`src/rtl/afe_spi_pkg.sv`:
```
// Shared state encoding, timing helpers and default lengths for the AFE SPI engine.
package afe_spi_pkg;

   typedef logic [2:0] state_t;

   localparam state_t ST_IDLE     = 3'd0;
   localparam state_t ST_LEAD     = 3'd1;
   localparam state_t ST_SHIFT_HI = 3'd2;
   localparam state_t ST_SHIFT_LO = 3'd3;
   localparam state_t ST_LATCH    = 3'd4;
   localparam state_t ST_GAP      = 3'd5;

   function automatic int clog2_min1(input int n);
      return (n <= 2) ? 1 : $clog2(n);
   endfunction

   function automatic int lead_len(input int clk_div);
      return clk_div;
   endfunction

   // Accept-to-done distance in sysClk cycles.
   function automatic int txn_len(input int clk_div, input int word_width, input int le_cycles);
      return 1 + clk_div * (2 * word_width + 2) + le_cycles;
   endfunction

   localparam int LEAD_LEN = lead_len(4);
   localparam int TXN_LEN  = txn_len(4, 24, 4);

endpackage

```
`src/rtl/afe_spi_multi_if.sv`:
```
// Command/response and pin bundle for afe_spi_multi.
// AFE_SPI_READBACK_EN adds spi_sdo, rsp_data and rsp_valid.
interface afe_spi_multi_if
   import afe_spi_pkg::*;
#(
   parameter int CHANNEL_COUNT = 2,
   parameter int WORD_WIDTH    = 24,
   parameter int CH_SEL_WIDTH  = clog2_min1(CHANNEL_COUNT)
);
   logic                     cmd_valid;
   logic                     cmd_ready;
   logic [CH_SEL_WIDTH-1:0]  cmd_channel;
   logic                     cmd_broadcast;
   logic [WORD_WIDTH-1:0]    cmd_data;
   logic                     done;
   logic                     err;
   logic [CHANNEL_COUNT-1:0] spi_clk;
   logic [CHANNEL_COUNT-1:0] spi_sdi;
   logic [CHANNEL_COUNT-1:0] spi_le;
`ifdef AFE_SPI_READBACK_EN
   logic [CHANNEL_COUNT-1:0] spi_sdo;
   logic [WORD_WIDTH-1:0]    rsp_data;
   logic                     rsp_valid;

   modport master (output cmd_valid, cmd_channel, cmd_broadcast, cmd_data, spi_sdo,
                   input  cmd_ready, done, err, spi_clk, spi_sdi, spi_le, rsp_data, rsp_valid);
   modport slave  (input  cmd_valid, cmd_channel, cmd_broadcast, cmd_data, spi_sdo,
                   output cmd_ready, done, err, spi_clk, spi_sdi, spi_le, rsp_data, rsp_valid);
`else
   modport master (output cmd_valid, cmd_channel, cmd_broadcast, cmd_data,
                   input  cmd_ready, done, err, spi_clk, spi_sdi, spi_le);
   modport slave  (input  cmd_valid, cmd_channel, cmd_broadcast, cmd_data,
                   output cmd_ready, done, err, spi_clk, spi_sdi, spi_le);
`endif
endinterface

```
`src/rtl/afe_spi_phase_timer.sv`:
```
// Per-phase down-counter; phase_end marks the last cycle of the loaded length.
module afe_spi_phase_timer #(
   parameter int CNT_W = 3
) (
   input  logic             sysClk,
   input  logic             sysRst_n,
   input  logic             load,
   input  logic [CNT_W-1:0] load_val,
   output logic             phase_end
);
   logic [CNT_W-1:0] cnt;

   always_ff @(posedge sysClk or negedge sysRst_n) begin
      if (!sysRst_n)
         cnt <= '0;
      else if (load)
         cnt <= load_val - CNT_W'(1);
      else if (cnt != '0)
         cnt <= cnt - CNT_W'(1);
   end

   assign phase_end = (cnt == '0);

endmodule

```
`src/rtl/afe_spi_multi.sv`:
```
// Command-driven multi-channel AFE SPI write engine with optional broadcast.
// AFE_SPI_READBACK_EN enables sdo capture onto rsp_data/rsp_valid.
//
// state       | meaning
// ST_IDLE     | cmd_ready high, waiting for a command
// ST_LEAD     | clk low, sdi = MSB on masked channels
// ST_SHIFT_HI | clk high on masked channels (rising edge at entry)
// ST_SHIFT_LO | clk low, sdi advanced to next bit (0 after the LSB)
// ST_LATCH    | le high on masked channels
// ST_GAP      | all pins low, done on exit
module afe_spi_multi
   import afe_spi_pkg::*;
#(
   parameter int CHANNEL_COUNT = 2,
   parameter int WORD_WIDTH    = 24,
   parameter int CLK_DIV       = 4,
   parameter int LE_CYCLES     = 4,
   parameter int CH_SEL_WIDTH  = clog2_min1(CHANNEL_COUNT)
) (
   input  logic           sysClk,
   input  logic           sysRst_n,
   afe_spi_multi_if.slave bus
);
   localparam int BIT_W   = clog2_min1(WORD_WIDTH);
   localparam int TMR_MAX = (CLK_DIV > LE_CYCLES) ? CLK_DIV : LE_CYCLES;
   localparam int CNT_W   = clog2_min1(TMR_MAX + 1);

   state_t                   state, state_nxt;
   logic [WORD_WIDTH-1:0]    sr, sr_nxt;
   logic [CHANNEL_COUNT-1:0] mask, mask_nxt;
   logic [BIT_W-1:0]         bit_cnt, bit_nxt;
   logic                     inv, inv_nxt;
   logic                     accept, chan_ok, phase_end, tmr_load, txn_end;
   logic [CNT_W-1:0]         tmr_val;

   assign accept  = bus.cmd_valid && bus.cmd_ready;
   assign chan_ok = ({1'b0, bus.cmd_channel} < (CH_SEL_WIDTH+1)'(CHANNEL_COUNT));
   assign txn_end = (state == ST_GAP) && phase_end;

   always_comb begin
      state_nxt = state;
      sr_nxt    = sr;
      mask_nxt  = mask;
      bit_nxt   = bit_cnt;
      inv_nxt   = inv;
      case (state)
         ST_IDLE: if (accept) begin
            state_nxt = ST_LEAD;
            sr_nxt    = bus.cmd_data;
            bit_nxt   = BIT_W'(WORD_WIDTH - 1);
            inv_nxt   = !bus.cmd_broadcast && !chan_ok;
            if (bus.cmd_broadcast)
               mask_nxt = '1;
            else
               mask_nxt = chan_ok ? (CHANNEL_COUNT'(1) << bus.cmd_channel) : '0;
         end
         ST_LEAD:     if (phase_end) state_nxt = ST_SHIFT_HI;
         ST_SHIFT_HI: if (phase_end) begin
            state_nxt = ST_SHIFT_LO;
            sr_nxt    = sr << 1;
         end
         // the LO phase of the last bit is kept, so LATCH follows it
         ST_SHIFT_LO: if (phase_end) begin
            if (bit_cnt == '0)
               state_nxt = ST_LATCH;
            else begin
               state_nxt = ST_SHIFT_HI;
               bit_nxt   = bit_cnt - BIT_W'(1);
            end
         end
         ST_LATCH:    if (phase_end) state_nxt = ST_GAP;
         ST_GAP:      if (phase_end) state_nxt = ST_IDLE;
         default:     state_nxt = ST_IDLE;
      endcase
   end

   assign tmr_load = (state_nxt != state);
   always_comb begin
      tmr_val = CNT_W'(CLK_DIV);
      if (state_nxt == ST_LATCH)
         tmr_val = CNT_W'(LE_CYCLES);
      else if (state_nxt == ST_LEAD)
         tmr_val = CNT_W'(lead_len(CLK_DIV));
   end

   afe_spi_phase_timer #(.CNT_W(CNT_W)) u_timer (
      .sysClk    (sysClk),
      .sysRst_n  (sysRst_n),
      .load      (tmr_load),
      .load_val  (tmr_val),
      .phase_end (phase_end)
   );

   // Pins are registered from next-state values so they line up with the state they belong to.
   always_ff @(posedge sysClk or negedge sysRst_n) begin
      if (!sysRst_n) begin
         state         <= ST_IDLE;
         sr            <= '0;
         mask          <= '0;
         bit_cnt       <= '0;
         inv           <= 1'b0;
         bus.cmd_ready <= 1'b0;
         bus.done      <= 1'b0;
         bus.err       <= 1'b0;
         bus.spi_clk   <= '0;
         bus.spi_sdi   <= '0;
         bus.spi_le    <= '0;
      end else begin
         state         <= state_nxt;
         sr            <= sr_nxt;
         mask          <= mask_nxt;
         bit_cnt       <= bit_nxt;
         inv           <= inv_nxt;
         bus.cmd_ready <= (state_nxt == ST_IDLE);
         bus.done      <= txn_end;
         bus.err       <= txn_end && inv;
         bus.spi_clk   <= (state_nxt == ST_SHIFT_HI) ? mask_nxt : '0;
         bus.spi_le    <= (state_nxt == ST_LATCH) ? mask_nxt : '0;
         bus.spi_sdi   <= ((state_nxt inside {ST_LEAD, ST_SHIFT_HI, ST_SHIFT_LO}) &&
                           sr_nxt[WORD_WIDTH-1]) ? mask_nxt : '0;
      end
   end

`ifdef AFE_SPI_READBACK_EN
   logic [CH_SEL_WIDTH-1:0] rb_ch;

   always_ff @(posedge sysClk or negedge sysRst_n) begin
      if (!sysRst_n) begin
         rb_ch         <= '0;
         bus.rsp_data  <= '0;
         bus.rsp_valid <= 1'b0;
      end else begin
         bus.rsp_valid <= txn_end;
         if (accept) begin
            rb_ch        <= (bus.cmd_broadcast || !chan_ok) ? '0 : bus.cmd_channel;
            bus.rsp_data <= '0;
         end else if ((state == ST_SHIFT_HI) && phase_end)
            bus.rsp_data <= {bus.rsp_data[WORD_WIDTH-2:0], bus.spi_sdo[rb_ch]};
      end
   end
`endif

endmodule

```
`src/flat_wrapper.sv`:
```
// flat-port wrapper written by rule: the top's interface ports become plain ports
module afe_spi_multi_flat import afe_spi_pkg::*;
#(
   parameter int CHANNEL_COUNT = 2,
   parameter int WORD_WIDTH    = 24,
   parameter int CLK_DIV       = 4,
   parameter int LE_CYCLES     = 4,
   parameter int CH_SEL_WIDTH  = clog2_min1(CHANNEL_COUNT)
)
  (sysClk, sysRst_n, bus_cmd_valid, bus_cmd_channel, bus_cmd_broadcast, bus_cmd_data, bus_cmd_ready, bus_done, bus_err, bus_spi_clk, bus_spi_sdi, bus_spi_le);
  afe_spi_multi_if #(.CHANNEL_COUNT(CHANNEL_COUNT), .WORD_WIDTH(WORD_WIDTH), .CH_SEL_WIDTH(CH_SEL_WIDTH)) bus_i ();
  input  logic sysClk;
  input  logic sysRst_n;
  input wire logic [$bits(bus_i.cmd_valid)-1:0] bus_cmd_valid;
  input wire logic [$bits(bus_i.cmd_channel)-1:0] bus_cmd_channel;
  input wire logic [$bits(bus_i.cmd_broadcast)-1:0] bus_cmd_broadcast;
  input wire logic [$bits(bus_i.cmd_data)-1:0] bus_cmd_data;
  output wire logic [$bits(bus_i.cmd_ready)-1:0] bus_cmd_ready;
  output wire logic [$bits(bus_i.done)-1:0] bus_done;
  output wire logic [$bits(bus_i.err)-1:0] bus_err;
  output wire logic [$bits(bus_i.spi_clk)-1:0] bus_spi_clk;
  output wire logic [$bits(bus_i.spi_sdi)-1:0] bus_spi_sdi;
  output wire logic [$bits(bus_i.spi_le)-1:0] bus_spi_le;
  assign bus_i.cmd_valid = bus_cmd_valid;
  assign bus_i.cmd_channel = bus_cmd_channel;
  assign bus_i.cmd_broadcast = bus_cmd_broadcast;
  assign bus_i.cmd_data = bus_cmd_data;
  assign bus_cmd_ready = bus_i.cmd_ready;
  assign bus_done = bus_i.done;
  assign bus_err = bus_i.err;
  assign bus_spi_clk = bus_i.spi_clk;
  assign bus_spi_sdi = bus_i.spi_sdi;
  assign bus_spi_le = bus_i.spi_le;
  afe_spi_multi #(.CHANNEL_COUNT(CHANNEL_COUNT), .WORD_WIDTH(WORD_WIDTH), .CLK_DIV(CLK_DIV), .LE_CYCLES(LE_CYCLES), .CH_SEL_WIDTH(CH_SEL_WIDTH)) u_core (.sysClk(sysClk), .sysRst_n(sysRst_n), .bus(bus_i));
endmodule
```
`config.mk`:
```
export PLATFORM = sky130hd
export DESIGN_NAME = afe_spi_multi_flat
export DESIGN_NICKNAME = d
export VERILOG_FILES = /design/src/rtl/afe_spi_pkg.sv /design/src/rtl/afe_spi_multi_if.sv /design/src/rtl/afe_spi_phase_timer.sv /design/src/rtl/afe_spi_multi.sv /design/src/flat_wrapper.sv
export SDC_FILE = /design/constraint.sdc
export NUM_CORES = 1
export LEC_CHECK = 0
export ABC_CLOCK_PERIOD_IN_PS = 5800
export BUFFER_PORTS_ARGS = -buffer_cell sky130_fd_sc_hd__buf_2
export CAP_MARGIN = 20
export CORE_MARGIN = 4
export CORE_UTILIZATION = 25
export DETAILED_ROUTE_END_ITERATION = 12
export PLACE_DENSITY = 0.4
export SLEW_MARGIN = 20
export SYNTH_ARGS = -nofsm -noshare
export SYNTH_HDL_FRONTEND = slang
export SYNTH_SLANG_ARGS = --single-unit
```
`constraint.sdc`:
```
create_clock -name sysClk -period 5.8 [get_ports sysClk]
set_input_delay 1.16 -clock sysClk [delete_from_list [all_inputs] [get_ports sysClk]]
set_output_delay 1.16 -clock sysClk [all_outputs]
set_load 0.05 [all_outputs]
```
After elaboration in Yosys (flattened, before gate mapping)
Cells that the tools add are included.
- flip-flop bits (word level): 45
- bits of input ports: 29
- output and inout port bits: 9
- logic and storage cells: 65
- $add $sub $neg: 2
- equality and inequality tests: 14
- shift operators: 1
- muxes and demuxes: 23
- reduce and logical (&&, ||, !) cells: 14
- operators with widths (cell ; number):
    $mux W24 ; 2
    $pmux W24 S2 ; 1
    $mux W3 ; 9
    $pmux W3 S6 ; 1
    $mux W5 ; 3
    $eq A3 B2 Y1 const B ; 4
    $mux W2 ; 6
    $pmux W5 S2 ; 1
    $eq A3 B3 Y1 const B ; 3
    $logic_not A3 Y1 ; 3
    $eq A3 B1 Y1 const B ; 2
    $ne A2 B1 Y1 const B ; 3
    $reduce_bool A2 Y1 ; 3
    $reduce_bool A3 Y1 ; 2
    $logic_not A5 Y1 ; 1
    $sub A5 B1 Y5 const B ; 1
    $reduce_and A4 Y1 ; 1
    $logic_and A1 B1 Y1 ; 3
    $ne A3 B3 Y1 ; 1
    $reduce_and A3 Y1 ; 1
    $sub A3 B1 Y3 const B ; 1
    $ne A2 B2 Y1 const B ; 1
    $shl A1 B1 Y2 const A ; 1

Depth between registers and ports, before layout
- word-level depth: 8
- mapped depth: 9
- mapped depth without buffers: 6

Modules after synthesis
A second synthesis with hierarchy kept.
- cell total of the unflattened synthesis: 218
- area, all modules: 2117.0 um^2
- modules (own cells, without submodules) (module ; times used ; cells each ; area an instance (um^2) ; sequential area each (um^2)):
    afe_spi_multi ; 1 ; 199 ; 1943.1 ; 1051.0
    afe_spi_phase_timer ; 1 ; 19 ; 173.9 ; 75.1

Worst setup path after synthesis
Ideal clock, no wire load.
- path kind: input port to flip-flop
- start point: input port bus_cmd_valid
- end point: register u_core.bus.spi_sdi[1]
- setup time: 0.140 ns
- arrival time: 2.129 ns
- required time: 5.660 ns
- path slack: 3.531 ns
- stages on the path: 4
- buffers on the path: 0
- cell sequence: nand4bb_1 -> or2_2 -> o31ai_1 -> nor3b_1
- cells in the longest elaborated chain, start to end: 7
- elaborated cells on any way between the ends: 13
- classes of those cells: 3 x eq/ne; 7 x mux; 3 x reduce/logical
- ends and longest elaborated chain (element ; RTL line ; text):
    start: declaration ; flat_wrapper.sv:14 ; input wire logic [$bits(bus_i.cmd_valid)-1:0] bus_cmd_valid;
    $logic_and A1 B1 Y1 (*) ; afe_spi_multi.sv:36 ; assign accept = bus.cmd_valid && bus.cmd_ready;
    $mux W3 ; afe_spi_multi.sv:47 ; ST_IDLE: if (accept) begin
    $pmux W3 S6 ; afe_spi_multi.sv:46 ; case (state)
    $eq A3 B1 Y1 / $eq A3 B2 Y1 (equally long branches) ; n/a ;
    $reduce_bool A3 Y1 ; afe_spi_multi.sv:119 ; bus.spi_sdi <= ((state_nxt inside {ST_LEAD, ST_SHIFT_HI, ST_SHIFT_LO}) &&
    $logic_and A1 B1 Y1 ; afe_spi_multi.sv:119 ;
    $mux W2 (*) ; afe_spi_multi.sv:120 ; sr_nxt[WORD_WIDTH-1]) ? mask_nxt : '0;
    end signal: assignment ; afe_spi_multi.sv:119 ;
    end: declaration ; afe_spi_multi_if.sv:33 ; output cmd_ready, done, err, spi_clk, spi_sdi, spi_le);
Every way passes the cells marked *; elsewhere a longest branch is shown, timed or not. The select of a mux whose other input is x is not followed.
A chain may end at the register's enable or synchronous reset.

Worst setup path after layout
- start point: register u_core.u_timer.cnt[0]
- end point: register u_core.bus.spi_sdi[0]
- cells in the longest elaborated chain, start to end: 7
- elaborated cells on any way between the ends: 15
- classes of those cells: 3 x eq/ne; 9 x mux; 3 x reduce/logical
- ends and longest elaborated chain (element ; RTL line ; text):
    start: declaration ; afe_spi_phase_timer.sv:11 ; logic [CNT_W-1:0] cnt;
    start signal: assignment ; afe_spi_phase_timer.sv:17 ; cnt <= load_val - CNT_W'(1);
    start signal: assignment ; afe_spi_phase_timer.sv:19 ; cnt <= cnt - CNT_W'(1);
    $logic_not A3 Y1 (*) ; afe_spi_phase_timer.sv:22 ; assign phase_end = (cnt == '0);
    $mux W3, on equally long branches ; n/a ;
    $pmux W3 S6 ; afe_spi_multi.sv:46 ;
    $eq A3 B1 Y1 / $eq A3 B2 Y1 (equally long branches) ; n/a ;
    $reduce_bool A3 Y1 ; afe_spi_multi.sv:119 ;
    $logic_and A1 B1 Y1 (*) ; afe_spi_multi.sv:119 ;
    $mux W2 (*) ; afe_spi_multi.sv:120 ;
Marked as above.

==> results.sh <==
export IMPL_grt_usage=0.0987
export IMPL_synthArstFlopShare=1.00
export IMPL_post_place_ws_ns=3.13
export IMPL_ys_ff_latch=45
export IMPL_yosys_cell_types_count=43
export IMPL_drc=0
export IMPL_yosysSeqAreaShare=0.536
export IMPL_dr_pass1_iters=4
export IMPL_fin_hold_ws_ns=0.483
export IMPL_clk_pin_slew_ns=0.09
export IMPL_htree_levels=2
export IMPL_numCtsBuffers=5
export IMPL_end_kind="flip-flop"
export IMPL_clkLatencyLatePin_ns=0.30
export IMPL_port_buffers=36
export IMPL_insertedDiodeCount=0
export IMPL_row_count=33
export IMPL_critPathKind="flip-flop to flip-flop"
export IMPL_cts_setup_buffers=0
export IMPL_placed_area_mm2=0.00236
export IMPL_multi_input_area_um2=867
export IMPL_syn_num_nets=243
export IMPL_start_kind="flip-flop"
export IMPL_antenna_found_initial=0
export IMPL_tightestPinTransition_ns=0.983
export IMPL_final_util=0.300
export IMPL_gp_congestion=0.724
export IMPL_fp_dieArea_mm2=0.00993
export IMPL_initial_core_util=0.257
export IMPL_syn_instance_count=210
export IMPL_gr_total_overflow=0
export IMPL_nets=273
export IMPL_crit_fanout=23
export IMPL_cts_tree="built"
export IMPL_skew_ns=0.0119
export IMPL_fin_crit_sh=0.453
export IMPL_netlist_area_leader_share=0.536
export IMPL_final_hold_violation_count=0
export IMPL_grt_start_max_net_pins=30
export IMPL_setup_violations=0
export IMPL_grt_pass1_wl_um=7780
export IMPL_core_mm2=0.00818
export IMPL_via_per_inst=4.49
export IMPL_min_path_type="flip-flop to flip-flop"
export IMPL_cp_arrival_ns=2.83
export IMPL_grt_pass1_vias=1630
export IMPL_ctsRootBufferMaster="clkbuf_8"
export IMPL_yosys_most_used_dff="dfrtp_1"
export IMPL_die_w_um=99.6
export IMPL_io_pins=38
export IMPL_grt_setup_unrepaired="false"
export IMPL_finalSetupTns_ns=0
export IMPL_layout_drive_gt1_share=0.213
export IMPL_max_freq_ghz=0.381
export IMPL_ff2ff_setup_slack_ns=3.17
export IMPL_hpwl_um=3230
export IMPL_maxCapViolations=0
export IMPL_mappedNetlistArea_mm2=0.00210
export IMPL_required_ns=6.01
export IMPL_yosysTopAreaCell="dfrtp_1"
export IMPL_synth_edf_count=0
export IMPL_detail_route_wl_per_cell_um=13.4
export IMPL_post_route_worst_setup_slack_ns=3.17
export IMPL_power_density_mw_per_mm2=217
export IMPL_max_slew_margin_rel=0.344
export IMPL_p_leak_nw=1.26
export IMPL_fp_dieH_um=99.6
export IMPL_ff_latch_area_mm2=0.00113
export IMPL_fill_cells=886
export IMPL_ir_drop_mv=0.0843
export IMPL_period_minus_slack_ns=2.63
export IMPL_num_vias=1550
export IMPL_status="finished, final reports clean"
export IMPL_clkSinkCount=45
export IMPL_drt_iter0_drc=78
export IMPL_routed_wl_um=4620
export IMPL_final_cell_area_mm2=0.00245
export IMPL_cts_resized=0
export IMPL_slew_viol_final=0
export IMPL_cts_buffer_depth=2
export IMPL_syn_area_per_cell_um2=10.0
export IMPL_hold_buffers=0
export IMPL_antenna_left=0
export IMPL_synth_area_top_cells="dfrtp_1, nand2_1, a22oi_1, ha_1, nor2_1"
export IMPL_ys_warn_count=0
export IMPL_area_delta_synth_final_pct=16.8
[layer usage]
layer,wire length [um],up-vias,track usage,share of wire
met5,0,-,0,0
met4,44,0,0.0284,0.0095
met3,271,5,0.0337,0.059
met2,2000,35,0.150,0.43
met1,2300,732,0.133,0.50
li1,-,778,-,-
[flip-flops by register name, summed over array words and instances (netlist names)]
register	flops
u_core.bit_cnt	5
u_core.bus.done	1
u_core.bus.spi_sdi	2
u_core.state	3
u_core.sr	24
u_core.mask	2
u_core.bus.spi_le	2
u_core.bus.spi_clk	2
u_core.u_timer.cnt	3
u_core.bus.cmd_ready	1
[where the power goes]
part           switching (mW)  internal, mW
logic                  0.0113       0.00834
clock network           0.104        0.0943
registers                   0         0.313
total                   0.116         0.416
[cell type report]
type	count	area share
clock buffer	6	0.0337
tap	105	0.0536
clock inverter	1	0.00306
multi-input combinational	142	0.354
timing repair buffer	38	0.0847
inverter	8	0.0122
sequential	45	0.459
[cells in the mapped netlist, types with 2 or more instances]
library cell and count:
mux2i_1 3, buf_2 7, and3b_1 2, clkbuf_1 6, nor2b_1 2, nand2_1 50, nand2b_1 3, o21bai_1 2
ha_1 4, nor2_1 11, or2_2 2, a22oi_1 22, dfrtp_1 45, a21oi_1 6, inv_1 8, nor3_1 4
o21ai_0 3, nor3b_1 5
[cell usage in the layout (no fill, tap or decap), types with 2 or more instances in the layout]
cell type | netlist | layout
nand2b_1 | 3 | 3
nor2b_1 | 2 | 2
nor2_1 | 11 | 11
mux2i_1 | 3 | 3
buf_2 | 7 | 36
a21oi_1 | 6 | 6
nor3_1 | 4 | 4
ha_1 | 4 | 4
inv_1 | 8 | 8
o21bai_1 | 2 | 2
or2_2 | 2 | 2
and3b_1 | 2 | 2
dfrtp_1 | 45 | 45
nand2_1 | 50 | 50
o21ai_0 | 3 | 3
a22oi_1 | 22 | 22
clkbuf_8 | 0 | 6
nor3b_1 | 5 | 5
[cells by family (layout without fill, tap and decap cells)]
| logic type | Yosys count | in the layout | share of synthesized area |
|---|---|---|---|
| other cells | 1 | 1 | 0.00179 |
| flops | 45 | 45 | 0.536 |
| simple gates | 88 | 88 | 0.204 |
| xor+xnor | 2 | 2 | 0.00834 |
| fa+ha+maj | 4 | 4 | 0.0238 |
| buf+inv | 23 | 53 | 0.0507 |
| compound gates | 43 | 43 | 0.154 |
| mux | 4 | 4 | 0.0215 |
[worst max-delay path, stage by stage, from the launching register on]
cell and delay, ns:
dfrtp_1 0.36, inv_1 0.10, ha_1 0.24, nor2b_1 0.52
and3_1 0.91, a221oi_4 0.17, nor3b_1 0.23
[worst paths after layout]
check                                       from                    end  cells after the start
setup / recovery           u_core.u_timer.cnt[0]  u_core.bus.spi_sdi[0]                      6
max in group asynchronous               sysRst_n   u_core.bus.cmd_ready                      2
hold reg to reg                    u_core.sr[21]          u_core.sr[21]                      2
min in group asynchronous               sysRst_n          u_core.sr[12]                      1
setup reg to reg           u_core.u_timer.cnt[0]  u_core.bus.spi_sdi[0]                      6
hold / removal                     u_core.sr[21]          u_core.sr[21]                      2
[stage by stage]
| stage | power, mW | instances |
|---|---|---|
| detailed placement | 0.340 | 338 |
| CTS | 0.543 | 345 |
| floorplan | 0.322 | 210 |
| global placement | 0.339 | 337 |
| finish | 0.532 | 345 |
| global route | 0.559 | 345 |
No activity file was read; power rests on OpenSTA's default activity.
